## src/rtl/meissa_pkg.sv

```systemverilog
// Shared defaults and FSM state encoding for the meissa accumulator slice.
package meissa_pkg;

  localparam int DATA_WIDTH_DEF  = 16;
  localparam int MAC_WIDTH_DEF   = DATA_WIDTH_DEF * 2;
  localparam int GUARD_WIDTH_DEF = 8;
  localparam int LEN_WIDTH_DEF   = 10;

  typedef enum logic [1:0] {
    ST_IDLE = 2'b00,
    ST_ACC  = 2'b01,
    ST_DONE = 2'b10
  } state_t;

endpackage

```

## src/rtl/meissa_sat.sv

```systemverilog
// Reduces the guarded accumulator sum to MAC_WIDTH bits.
// MEISSA_ACC_SAT_EN selects clamping; otherwise the low bits pass through and o_sat is 0.
module meissa_sat
  import meissa_pkg::*;
#(
  parameter int MAC_WIDTH   = MAC_WIDTH_DEF,
  parameter int GUARD_WIDTH = GUARD_WIDTH_DEF
) (
  input  logic [MAC_WIDTH+GUARD_WIDTH-1:0] i_sum,
  output logic [MAC_WIDTH-1:0]             o_data,
  output logic                             o_sat
);

  localparam int ACC_WIDTH = MAC_WIDTH + GUARD_WIDTH;

`ifdef MEISSA_ACC_SAT_EN
  logic [GUARD_WIDTH:0] w_top;
  logic                 w_fits;

  // The sum fits when the guard bits are all copies of the MAC sign bit.
  assign w_top  = i_sum[ACC_WIDTH-1:MAC_WIDTH-1];
  assign w_fits = (w_top == '0) || (w_top == '1);

  always_comb begin
    o_data = i_sum[MAC_WIDTH-1:0];
    o_sat  = 1'b0;
    if (!w_fits) begin
      o_sat  = 1'b1;
      o_data = i_sum[ACC_WIDTH-1] ? {1'b1, {(MAC_WIDTH-1){1'b0}}}
                                  : {1'b0, {(MAC_WIDTH-1){1'b1}}};
    end
  end
`else
  logic w_unused_guard;

  assign w_unused_guard = ^i_sum[ACC_WIDTH-1:MAC_WIDTH];
  assign o_data         = i_sum[MAC_WIDTH-1:0];
  assign o_sat          = 1'b0;
`endif

endmodule

```

## src/rtl/meissa_acc.sv

```systemverilog
// Sums len signed PE products into a guarded accumulator and hands out one result.
// Optional clamping of the result is enabled by MEISSA_ACC_SAT_EN.
//
// state   | meaning
// IDLE    | waiting for start with len != 0
// ACC     | accepting products until len transfers have occurred
// DONE    | result held on out_data until out_ready
module meissa_acc
  import meissa_pkg::*;
#(
  parameter int DATA_WIDTH  = DATA_WIDTH_DEF,
  parameter int MAC_WIDTH   = DATA_WIDTH * 2,
  parameter int GUARD_WIDTH = GUARD_WIDTH_DEF,
  parameter int LEN_WIDTH   = LEN_WIDTH_DEF
) (
  input  logic                 clk,
  input  logic                 reset,
  input  logic                 start,
  input  logic [LEN_WIDTH-1:0] len,
  input  logic                 in_valid,
  input  logic [MAC_WIDTH-1:0] in_data,
  output logic                 in_ready,
  output logic                 out_valid,
  output logic [MAC_WIDTH-1:0] out_data,
  input  logic                 out_ready,
  output logic                 out_sat,
  output logic                 busy
);

  localparam int ACC_WIDTH = MAC_WIDTH + GUARD_WIDTH;

  state_t                 r_state;
  state_t                 w_state_next;
  logic [ACC_WIDTH-1:0]   r_acc;
  logic [ACC_WIDTH-1:0]   w_acc_sum;
  logic [LEN_WIDTH-1:0]   r_len;
  logic [LEN_WIDTH-1:0]   r_cnt;
  logic [LEN_WIDTH-1:0]   w_cnt_inc;
  logic                   w_accept_start;
  logic                   w_xfer;
  logic                   w_last;
  logic [MAC_WIDTH-1:0]   w_sat_data;
  logic                   w_sat_flag;

  assign w_acc_sum = r_acc + {{GUARD_WIDTH{in_data[MAC_WIDTH-1]}}, in_data};
  assign w_cnt_inc = r_cnt + LEN_WIDTH'(1);

  always_comb begin
    w_state_next   = r_state;
    in_ready       = 1'b0;
    out_valid      = 1'b0;
    busy           = 1'b1;
    w_accept_start = 1'b0;
    w_xfer         = 1'b0;
    w_last         = 1'b0;
    case (r_state)
      ST_IDLE: begin
        busy = 1'b0;
        if (start && (len != '0)) begin
          w_accept_start = 1'b1;
          w_state_next   = ST_ACC;
        end
      end
      ST_ACC: begin
        in_ready = 1'b1;
        if (in_valid) begin
          w_xfer = 1'b1;
          if (w_cnt_inc == r_len) begin
            w_last       = 1'b1;
            w_state_next = ST_DONE;
          end
        end
      end
      ST_DONE: begin
        out_valid = 1'b1;
        if (out_ready) w_state_next = ST_IDLE;
      end
      default: w_state_next = ST_IDLE;
    endcase
  end

  always_ff @(posedge clk) begin
    if (reset) r_state <= ST_IDLE;
    else       r_state <= w_state_next;
  end

  always_ff @(posedge clk) begin
    if (reset) begin
      r_acc    <= '0;
      r_cnt    <= '0;
      r_len    <= '0;
      out_data <= '0;
      out_sat  <= 1'b0;
    end else begin
      if (w_accept_start) begin
        r_acc <= '0;
        r_cnt <= '0;
        r_len <= len;
      end else if (w_xfer) begin
        r_acc <= w_acc_sum;
        r_cnt <= w_cnt_inc;
      end
      // Result is taken straight from the final sum so it is ready the next cycle.
      if (w_last) begin
        out_data <= w_sat_data;
        out_sat  <= w_sat_flag;
      end
    end
  end

  meissa_sat #(
    .MAC_WIDTH  (MAC_WIDTH),
    .GUARD_WIDTH(GUARD_WIDTH)
  ) u_sat (
    .i_sum (w_acc_sum),
    .o_data(w_sat_data),
    .o_sat (w_sat_flag)
  );

endmodule

```

## config.mk

```make
export PLATFORM = sky130hd
export DESIGN_NAME = meissa_acc
export DESIGN_NICKNAME = d
export VERILOG_FILES = /design/src/rtl/meissa_pkg.sv /design/src/rtl/meissa_sat.sv /design/src/rtl/meissa_acc.sv
export SDC_FILE = /design/constraint.sdc
export NUM_CORES = 1
export LEC_CHECK = 0
export ABC_AREA = 0
export CAP_MARGIN = 20
export CELL_PAD_IN_SITES_DETAIL_PLACEMENT = 1
export CELL_PAD_IN_SITES_GLOBAL_PLACEMENT = 1
export CORE_MARGIN = 4
export CORE_UTILIZATION = 48
export CTS_CLUSTER_SIZE = 24
export DETAILED_ROUTE_END_ITERATION = 10
export DONT_BUFFER_PORTS = 1
export GPL_TIMING_DRIVEN = 0
export PLACE_DENSITY = 0.9
export SLEW_MARGIN = 10
export SYNTH_ARGS = -nofsm -noshare
export SYNTH_HDL_FRONTEND = slang
export SYNTH_HIERARCHICAL = 1
export SYNTH_SLANG_ARGS = --single-unit
```

## constraint.sdc

```tcl
create_clock -name clk -period 4.2 [get_ports clk]
set_input_delay 0.63 -clock clk [delete_from_list [all_inputs] [get_ports clk]]
set_output_delay 0.63 -clock clk [all_outputs]
set_load 0.01 [all_outputs]
```

# Word level (Yosys, flattened, before mapping)
# Index checks and enable logic that the tools add are counted.
# word_totals
reg_bits	94
latch_bits	0
ram_bits	0
romBits	0
inputBits	47
memories	0
# classes
addsub	2
n_mul	0
div_mod_pow	0
magnitude_cmp	0
eq_ne	7
n_shift	0
mux	15
n_bitwise	0
reduce_logical	5
# op_table
operator	count
$add 40x40->40	1
$add 10x1->10 const B	1
$eq 10x10->1	1
$mux 1	10
$reduce_bool 10->1	1
$mux 2	4
$ne 2x2->1 const B	4
$pmux 2 s3	1
$reduce_and 4->1	1
$eq 2x1->1 const B	1
$eq 2x2->1 const B	1
$logic_not 2->1	1
$reduce_or 2->1	1
$logic_and 1x1->1	1

# Logic depth before layout (Yosys ltp)
# Gate-level depths: netlist of run 1.
# logic_depth
word_depth	5
depth_mapped	14

# Modules after synthesis
# Netlist of run 1, hierarchy kept.
# modules_own_cells
module	n_inst	cells_per_inst	area_per_inst_um2
meissa_acc	1	699	5709.2
meissa_sat	1	34	251.5

# Worst setup path after synthesis of run 1
# OpenSTA, ideal clock, no wires.
# synth_timing
path_kind	input -> register
start	input in_data[0]
end	register r_acc[38]
setup_ps	123
t_arrival_ps	3158
required_time_ps	4077
slack_ps	920
cell_stages	12
n_path_buf	0
cell_sequence	ha_1 -> fa_1 -> a21o_1 -> a21oi_1 -> o31ai_4 -> o21ai_2 -> o311a_2 -> o211ai_1 -> a32oi_1 -> o21ai_2 -> nor4b_1 -> a311o_2
# synth_between
elab_chain_cells	1
# synth_lines
item	line_no	source
start: declaration	meissa_acc.sv:21	input logic [MAC_WIDTH-1:0] in_data,
$add 40x40->40	meissa_acc.sv:45	assign w_acc_sum = r_acc + {{GUARD_WIDTH{in_data[MAC_WIDTH-1]}}, in_data};
end signal: assignment	meissa_acc.sv:100	r_acc <= w_acc_sum;
end: declaration	meissa_acc.sv:34	logic [ACC_WIDTH-1:0] r_acc;
# No other way between the ends.
# A chain may end at the register's enable or synchronous reset.

# Worst setup path in the final report of run 1
# layout_timing
start	register r_acc[0]
end	register r_acc[30]
# layout_between
elab_chain_cells	1
# layout_lines
item	line_no
$add 40x40->40	meissa_acc.sv:45
# No other way between the ends.

==> summary.md, run 1 <==
| Metric | Value |
|---|---|
| Outcome | finished clean |
| Synth Instances | roughly 630 |
| Final TNS setup | 0 ns |
| Hold_buf cts | 0 |
| Rows | 37 |
| Reg-to-Reg Start | r_acc[0] |
| Routed len/inst | 18.9 um |
| Hold Crit Start | len[3] |
| Hold slack final | 0.409 ns |
| Crit. End Element | register |
| Flop pwr share | 44.9% |
| Int Pwr | 1380 uW |
| Part of the power in combinational logic | 17.1% |
| Slowest stage cell, crit path | a21oi_1 |
| Later-pin clock latency in the skew report | 0.37 ns |
| Layout area overhead | 7.95% |
| Initial Util | 49.8% |
| Final Hold Viols | 0 |
| Routed wire length | around 15000 um |
| Critical path launch point type | register |
| Critical Path, Cell by Cell | ha_1, fa_1, a21o_1, a21oi_1, o31ai_4, o21ai_2, o311a_2, o31ai_2, a21o_1, a21o_1, nor4b_2, a311o_1 |
| CTS tree | built |
| Metal2 WL | 7300 um |
| CP dominant cell by count | a21o_1 |
| Postcts setup bufs | 0 |
| Max-slew violation count | 0 |
| WP buf/inv | 0 |
| Met3 WL | 718 um |
| Final #Nets | around 730 |
| Max Cap Viol | 0 |
| M1 WL | 6360 um |
| Worst Hold Class | in -> reg |
| FF/Latch Area | 1740 um2 |
| Layout cells sized above 1 | 10.5% |
| Setup violators final | 0 |
| Filler cell count | about 1300 |
| I/O pin cnt | 83 |
| Clock Tree Root | clkbuf_8 |
| RSZ-0062 raised after global routing | no |
| Crit path time final | around 3.3 ns |
| H-tree Lvls | 3 |
| Worst slew pin tran | 0.655 ns |
| Crit path required time | 4.47 ns |
| Area of the multi-input gates | 3040 um2 |
| Clock transition at the registers of the reported paths | 0.10 ns |
| Die Wd | 112 um |
| DIE AREA | around 13000 um2 |
| Pwr Density | 342 nW/um2 |
| Largest net degree at the start of global routing | 16 |
| Reg2Reg Depth | 12 |
| Ant. Diodes | 0 |
| Post-cts resize count | 0 |
| Overflow after GRT | 0 |
| Residual DRC | 0 |
| Slew margin rel. | 55.9% |
| Ys Warns | 6 |
| Most frequent cells in the layout | nand2_1 (89), dfxtp_1 (87), nor2_1 (75) |
| Top Metal Used | met4 |
| Antenna violations before repair | 0 |
| IO buf count | 0 |
| Crit-path max FO | 4 |
| DRT iter0 DRCs | 178 |
| Clock Skews | 0.0117 ns |
| Period utilization | 78.8% |
| CTS Buf Count | 9 |
| R2R Path End | r_acc[30] |
| Max Clock Freq | 302 MHz |
| Total track usage | 23.9% |
| DR vias | 4417 |
| Core ar. | 10400 um2 |
| Hold Path Cell Cnt | 2 |
| Top Family by Delay on Critical Path | compound AO/OA/AOI/OAI gates |
| P_leak | between 0.002 and 0.003 uW |
| Critical path class | reg -> reg |
| Commonest non-fill, non-tap cell in the layout | nand2_1 |
| CTS max path bufs | 2 |
| Routed vias/inst | 5.63 |
| Vias in the first global route | 4830 |
| Die Y | ~110 um |
| DRT antenna net count | 0 |
| Post-detail-place hpwl | 11000 um |
| First-pass GRT wire length | 24200 um |
| Switch share | 28.0% |
| CP arrival | 3.58 ns |
| Largest stage delay, worst path | 0.43 ns |
| Gpl congestion | between 0.8 and 0.9 |
| Mapped Avg Cell Area | between 8 and 9 um2 |
| Flop-to-flop setup slack | 0.89 ns |
| Mapped Area | 5190 um2 |
| Clock network power share | 38.0% |
| Synth Net Count | approximately 710 |
| Worst vdd ir | 0.000171 V |
| Hold Path Sink | r_len[3] |
| Drt pass-1 iters | 4 |
| Sw Pwr | 538 uW |
| # clock sinks | 87 |
[worst max-delay path by stage]
stage                    start        end  cells after the start
CTS                   r_acc[0]  r_acc[30]                     12
global placement    in_data[0]  r_acc[30]                     12
floorplan           in_data[0]  r_acc[30]                     12
global route          r_acc[0]  r_acc[30]                     12
detailed placement  in_data[0]  r_acc[30]                     12
finish                r_acc[0]  r_acc[30]                     12
[stage by stage]
step / setup WS, ns / cell area [um2] / util, % / instances / power (uW)
2_1_floorplan: 0.959 / 5190 / - / 633 / 1130
3_5_place_dp: 0.644 / 5360 / 51.5 / 769 / 1200
5_1_grt: 0.678 / 5600 / 53.8 / 785 / 2010
6_report: 0.889 / 5600 / 53.8 / 785 / 1920
3_3_place_gp: 0.725 / 5360 / 51.5 / 769 / 1180
4_1_cts: 0.874 / 5600 / 53.8 / 785 / 1930
[state kept, by name (all words and copies together) (netlist names)]
register,count
out_data,32
out_sat,1
r_acc,32
r_len,10
r_state,2
r_cnt,10
[layer usage]
layer	vias to the layer above	GRT usage, %
li1	2153	-
met1	2129	27.7
met2	92	42.0
met3	43	6.25
met4	0	9.62
met5	-	0
[cell type report]
class | instances | area share (%)
plain buffers | 63 | 6.88
inverters | 7 | 0.469
flip-flops and latches | 87 | 31.1
clock inverters | 7 | 2.12
clock buffers | 9 | 2.21
multi-input cells | 476 | 54.2
well taps | 136 | 3.04
[power groups by stage]
stage	Combinational, uW	Sequential, uW	Clock [uW]
floorplan	255	876	0
global placement	304	879	0
detailed placement	320	880	0
CTS	327	862	739
global route	360	865	782
finish	328	862	730
Note: power is estimated with default switching activity, not from simulation.
==> inputs of run 2 (changes only) <==
Clock period 4.2 ns to 3.1 ns, I/O delays scaled along.
==> summary.md, run 2 (same netlist as run 1, synthesis figures left out) <==
| Metric | Value |
|---|---|
| Outcome | finished clean |
| Critical path class | reg -> reg |
| H-tree Lvls | 3 |
| Clock Tree Root | clkbuf_8 |
| Routed vias/inst | 5.63 |
| IO buf count | 0 |
| Switch share | 28.3% |
| DRT iter0 DRCs | 181 |
| Most frequent cells in the layout | nand2_1 (89), dfxtp_1 (87), nor2_1 (75) |
| Die Wd | roughly 110 um |
| Max Cap Viol | 0 |
| Max-slew violation count | 0 |
| Antenna violations before repair | 0 |
| Placed Area | 5360 um2 |
| CTS max path bufs | 2 |
| Slew margin rel. | approximately 58% |
| Core ar. | roughly 10000 um2 |
| Max Clock Freq | 338 MHz |
| Layout cells sized above 1 | 12.2% |
| DRT antenna net count | 0 |
| Routed wire length | about 15000 um |
| Die Y | 112 um |
| Worst slew pin tran | roughly 0.63 ns |
| I/O pin cnt | between 80 and 90 |
| Clock transition at the registers of the reported paths | around 0.10 ns |
| Crit-path max FO | 3 |
| Clock Skews | 0.0114 ns |
| Vias in the first global route | slightly below 5000 |
| Metal2 WL | 7410 um |
| Overflow after GRT | 0 |
| Routed len/inst | 19.1 um |
| M1 WL | between 6000 and 7000 um |
| Final Util | 54.7% |
| RSZ-0062 raised after global routing | no |
| Period utilization | a little over nine tenths |
| Residual DRC | 0 |
| Ant. Diodes | 0 |
| Part of the power in combinational logic | between 10% and 20% |
| # clock sinks | 87 |
| Gpl congestion | 0.866 |
| CTS Buf Count | 9 |
| Crit. End Element | register |
| Largest net degree at the start of global routing | 16 |
| Critical path launch point type | register |
| Regs by FF count | out_data x32, r_acc x32 |
| Layout area overhead | 9.79% |
| Post-detail-place hpwl | 11000 um |
| Worst Hold Class | in -> reg |
| Total track usage | 24.0% |
| FF/Latch Area | about 1700 um2 |
| Final instance area | approximately 5700 um2 |
| Initial Util | between 40% and 50% |
| CTS tree | built |
| Drt pass-1 iters | 4 |
| Top Metal Used | met4 |
| Met3 WL | 821 um |
| Clock network power share | 38.0% |
| Worst vdd ir | 0.000238 V |
| P_leak | 0.00262 uW |
| Final #Nets | 730 |
| Crit path time final | about 3 ns |
| DIE AREA | 12500 um2 |
| Setup violators final | 0 |
| Int Pwr | 1880 uW |
| Filler cell count | 1273 |
| Flop pwr share | ~45% |
| Commonest non-fill, non-tap cell in the layout | nand2_1 |
| Pwr Density | 459 nW/um2 |
| Rows | 37 |
| DR vias | 4445 |
| CP arrival | 3.23 ns |
| Crit path required time | 3.37 ns |
| Later-pin clock latency in the skew report | ~0.37 ns |
| Area of the multi-input gates | 3100 um2 |
| Final Hold Viols | 0 |
| Sw Pwr | 740 uW |
| First-pass GRT wire length | ~24000 um |
[run 2: cell count changes in the layout (fill, tap and decap cells not counted), sizes merged]
cell	change
buf	+5
[run 2: final cells by class]
| cell class | count | area share [%] |
|---|---|---|
| Timing Repair Buffer | 5 | 0.659 |
| Clock inverter | 7 | 2.09 |
| Inverter | 7 | 0.461 |
| Sequential cell | 87 | 30.6 |
| Clock buffer | 9 | 2.17 |
| Buffer | 63 | 6.76 |
| Tap cell | 136 | 2.99 |
| Multi-Input combinational cell | 476 | 54.3 |
[run 2: stage by stage]
| stage | TNS, ns | power (uW) | setup WS, ns | hold WS (ns) | instances |
|---|---|---|---|---|---|
| 2_1_floorplan | 0 | 1530 | 0.0238 | 0.436 | 633 |
| 3_5_place_dp | -1.33 | 1630 | -0.291 | 0.456 | 769 |
| 5_1_grt | 0 | 2730 | 0.00827 | 0.226 | 790 |
| 6_report | 0 | 2620 | 0.140 | 0.244 | 790 |
| 4_1_cts | 0 | 2610 | 0.00372 | 0.236 | 785 |
| 3_3_place_gp | -0.725 | 1600 | -0.210 | 0.445 | 769 |
[run 2: what timing repair did]
item                                    in CTS  in global routing
buffers inserted                             0                  5
hold buffers                                 0                  0
endpoints found under the setup margin       6                 11
gates resized for setup                      5                  7
pin swaps                                    1                  3
[run 2: worst max-delay path, cell delays in order, from the launching register on]
cell and delay, ns:
dfxtp_1 0.32, ha_1 0.22, fa_2 0.36, a21o_1 0.20
a21oi_4 0.19, o31ai_4 0.09, o21ai_2 0.25, o311a_4 0.23
o31ai_4 0.08, a21o_1 0.19, a21o_1 0.21, nor4b_2 0.18
a311o_1 0.33
[run 2: per-layer routing]
layer	global-route usage [%]	vias up
li1	-	2162
met1	27.6	2140
met2	42.2	100
met3	6.30	43
met4	9.86	0
met5	0	-
[run 2: power by group through the flow]
stage | sequential [uW] | clock (uW) | combinational, uW
global route | 1170 | 1060 | 499
floorplan | 1190 | 0 | 345
global placement | 1190 | 0 | 412
finish | 1170 | 993 | 456
CTS | 1170 | 1000 | 446
detailed placement | 1190 | 0 | 433
[run 2: final timing paths]
| path | from | to | slack (ns) | cells after the start |
|---|---|---|---|---|
| setup / recovery | r_acc[0] | r_acc[30] | 0.14 | 12 |
| hold reg to reg | r_acc[5] | r_acc[5] | 0.47 | 2 |
| hold / removal | len[3] | r_len[3] | 0.24 | 2 |
| setup reg to reg | r_acc[0] | r_acc[30] | 0.14 | 12 |
==> edit 1: new RTL, config.mk and constraints of run 2 <==
Add a define of `MEISSA_ACC_SAT_EN`.
--- a/src/rtl/meissa_sat.sv
+++ b/src/rtl/meissa_sat.sv
@@ -2,2 +2,4 @@
 // MEISSA_ACC_SAT_EN selects clamping; otherwise the low bits pass through and o_sat is 0.
+`define MEISSA_ACC_SAT_EN
+
 module meissa_sat
Behaviour: not the same (a bounded check fails within 4 cycles, from zero or initial values and one cycle with reset high).
==> edit 1 against run 2 <==
The run now ends with negative setup slack left. Total power increased by 25%. Combinational power increased by 81%. Routed wire length increased by 82%. Sequential cell count grew 8. Global-route usage rose by 6.4 points. Area after synthesis grew 21%. Design area is 38% higher. Sequential share of layout area is 6.3 points lower. Setup slack worse by 820 ps. Largest power group unchanged.
==> edit 1: results (changes against run 2) <==
[outcome]
status = complete, but fails checks
violations = negative setup slack

[pwr]
ir_drop_mv = 0.366  ; +54%
p_leak_nw = 3.25  ; +24%

[sta]
setup_ws_ps = -680  ; -820 ps
setup_viol = 34  ; +34
setup_tns_ps = -17440  ; -17,440 ps
skew_ps = 12.2  ; +0.794 ps

[global_route]
grt_pass1_vias = 6821  ; +41%
grt_use_met2_pct = 51.9  ; +9.8 points
grt_max_degree = 17  ; +1
use_met1_pct = 35.3  ; +7.7 points
grt_pass1_wl_um = 35400  ; +45%
track_usage_pct = 30.4  ; +6.4 points

[drt]
vias = 6854  ; +54%
dr.pass1.iters = 7  ; +3
wl_per_cell_um = 27.0  ; +41%
drt-initial-drc-count = 613  ; +240%

[placed_design]
placed_cells = 973  ; +27%
dp_hpwl_um = 15400  ; +41%
dpl_cell_area_mm2 = 0.00669  ; +25%

[worst_hold_path]
hold_path_end = r_len[4]
hp-start = len[4]

[synth]
synth.avg_cell_area_um2 = 7.87  ; -4.0%
syn_nets = 889  ; +25%

[critical_path]
cp_slowest_cell = ha_1
critPathArrivalTime_ps = 4090  ; +860 ps
rr_endpoint = out_data[17]
crit_path_max_incr_delay_ps = 400  ; +40 ps
critPathLaunch = r_acc[7]
crit_fanout = 7  ; +4
reg2regPathDepth = 16  ; +4

[finish]
top_regs = r_acc x40, out_data x32
drive_above_1_share_pct = 21.0  ; +8.8 points
final_cells = 1015  ; +28%
fillerInstances = 1528  ; +20%
nets = 926  ; +27%

[cts]
cts_setup_buffers = 14  ; +14
root_buffer = clkbuf_16
postCtsResizedCells = 42  ; +37
cts.clk_slew.worst_paths_ps = 80  ; -20 ps

==> edit 1: metal layers <==
metal,up-vias,part of all wire [%]
met1,3368,37
met2,443,48
met5,-,0
met4,0,5.9
met3,132,8.9
li1,2911,-
==> edit 1: logic make-up after synthesis <==
group	Yosys count	share of synthesized area, %
AOI/OAI and AO/OA	200	21.3
xor gates and xnor gates	63	8.75
adders and majority gates	41	8.25
buffers and inverters	58	4.07
DFF	95	30.2
muxes	36	5.71
and+or+nand+nor	308	21.7
==> edit 1: metrics by stage <==
step	power (W)	util, %	worst slack, ps
finish	0.00328	62.0	-680
global route	0.00335	62.0	-816
CTS	0.00310	57.8	-371
detailed placement	0.00191	52.6	-828
global placement	0.00188	52.6	-726
floorplan	0.00176	-	-153
==> edit 1: worst register-to-register path: stages, from the launching register on <==
cell,delay (ps)
dfxtp_1,330
ha_1,400
nand2_1,130
nor2_1,300
o2111ai_2,320
a21oi_4,280
o22ai_4,150
o21ai_4,240
a31oi_4,140
xnor2_2,230
and4_1,240
buf_6,170
buf_8,160
nand3_4,130
a2bb2oi_4,270
mux2i_1,120
nor2_1,110
==> edit 1: layout make-up <==
cell class                 count  area share (%)
multi-input combinational    648            61.2
sequential                    95            24.2
buffer                        47            3.90
timing repair buffer          29            3.81
clock buffer                  10            2.90
tap                          172            2.73
clock inverter                 6           0.872
inverter                       8           0.381
==> edit 1: power breakdown <==
group / leakage, nW / switching, W / internal, W / total (W)
logic: 2.33 / 0.000515 / 0.000310 / 0.000825
clock network: 0.143 / 0.000548 / 0.000631 / 0.00118
registers: 0.772 / 0.0000286 / 0.00125 / 0.00128
total: 3.25 / 0.00109 / 0.00219 / 0.00328
==> edit 2: new RTL, config.mk and constraints of run 2 <==
Without the edit above. Encoding of `state_t`: now one-hot (3 bits for 3 states).
--- a/src/rtl/meissa_pkg.sv
+++ b/src/rtl/meissa_pkg.sv
@@ -8,6 +8,6 @@
 
-  typedef enum logic [1:0] {
-    ST_IDLE = 2'b00,
-    ST_ACC  = 2'b01,
-    ST_DONE = 2'b10
+  typedef enum logic [2:0] {
+    ST_IDLE = 3'b001,
+    ST_ACC  = 3'b010,
+    ST_DONE = 3'b100
   } state_t;
Formal check against the unedited RTL: no difference found for any inputs over 4 cycles, from zero or initial values and one cycle with reset high; so few cycles prove little.
==> edit 2 against run 2 <==
Utilization fell by 0.89 points. Cell count increased by 3.3%. Routed wire length fell by 2.2%. Die area grew 4.1%. Clock power increased by 6%. Total power is 5.4% lower. Area after synthesis up 4.4%. Design area increased by 3.3%. Highest routed layer unchanged. Setup slack improved by 62 ps. Critical endpoint is now out_data[23]. Synthesized cell count grew 4.3%. Critical path type unchanged. Sequential cell count is 1 higher.
==> edit 2: results (changes against run 2) <==
[outcome]
status = completed

[cts]
clk_latency_ps = 350  ; -20 ps
cts_buffer_depth = 2  ; unchanged
cts_setup_buffers = 0  ; unchanged
htree_num_levels = 3  ; unchanged
root_buffer = clkbuf_16
cts_inserted_buffers = 9  ; unchanged
cts.clk_slew.worst_paths_ps = 70  ; -30 ps

[global_route]
grt_pass1_vias = 5039  ; +3.8%
track_usage_pct = 23.4  ; -0.58 points
grt_pass1_wl_um = 24400  ; about the same
grt_max_degree = 16  ; unchanged

[pwr]
p_leak_nw = 2.67  ; +1.7%
ir_drop_mv = 0.231  ; -3.0%

[drt]
drt-initial-drc-count = 121  ; -33%
avgViaCountPerCell = 5.67  ; +0.78%
wirelength_um = 14700  ; -2.2%
dr.pass1.iters = 4  ; unchanged

[placed_design]
portBuffers = 0  ; unchanged
dp_hpwl_um = 11600  ; +5.2%
placed_cells = 800  ; +4.0%
place_congestion = 0.901  ; +4.1%

[worst_hold_path]
min_path_type = in2reg

[synth]
yosysWarnings = 6  ; unchanged
syn_nets = 741  ; +3.8%
netlist_instances = 660  ; +4.3%

[finish]
top_regs = out_data x32, r_acc x32
final_cells = 816  ; +3.3%
nets = 752  ; +3.0%
drive_above_1_share_pct = 10.2  ; -2.0 points
diodes = 0  ; unchanged

[critical_path]
cpLargestDelayFamily = compound AO/OA/AOI/OAI gates
critPathArrivalTime_ps = 3130  ; -100 ps
crit_fanout = 4  ; +1
crit_path_max_incr_delay_ps = 410  ; +50 ps
cp_slowest_cell = or3b_1

[sta]
skew_ps = 6.62  ; -4.81 ps
tightest_slew_ps = 679  ; +44.8 ps

==> edit 2: path summary, 6_finish.rpt <==
check	from	to	slack, ps	depth (start not counted)
worst max register to register	r_acc[4]	out_data[23]	200	11
worst min register to register	r_acc[30]	r_acc[30]	460	2
worst max-delay path	r_acc[4]	out_data[23]	200	11
worst min-delay path	len[5]	r_len[5]	260	2
==> edit 2: through the flow <==
step	cell area, um2	hold WS (ps)	setup slack [ps]	power, W	setup TNS, ps
after global placement	5600	446	66.4	0.00143	0
final	5890	260	203	0.00248	0
after global routing	5890	263	-2.91	0.00257	-2.91
after floorplan	5420	436	395	0.00139	0
after detailed placement	5600	457	-31.2	0.00144	-31.2
after CTS	5880	254	92.2	0.00250	0
==> edit 2: final cells by class <==
cell class              count  area, um2
multi-input cells         491       3210
clock inverters             5       40.0
flip-flops and latches     88       1760
plain buffers              69        413
well taps                 140        175
fillers                  1350       5050
inverters                  12       45.0
clock buffers              11        243
==> edit 2: what timing repair did <==
| item | 4_1_cts | 5_1_grt |
|---|---|---|
| hold buffers | 0 | 0 |
| endpoints found under the setup margin | 0 | 29 |
| resized for setup | 0 | 4 |
==> edit 2: report_power, final <==
group          internal [W]  switching [W]  leakage (nW)
Clock              0.000571       0.000482         0.129
Combinational      0.000111       0.000154          1.83
Sequential          0.00114      0.0000124         0.711
Total               0.00183       0.000649          2.67
==> edit 2: layer usage <==
layer  track usage [%]  vias up  wire (um)
met5                 0        -          0
met4              9.42        0        333
met3              5.13       24        709
met2              43.1       87       7620
met1              26.0     2255       6060
li1                  -     2261          -
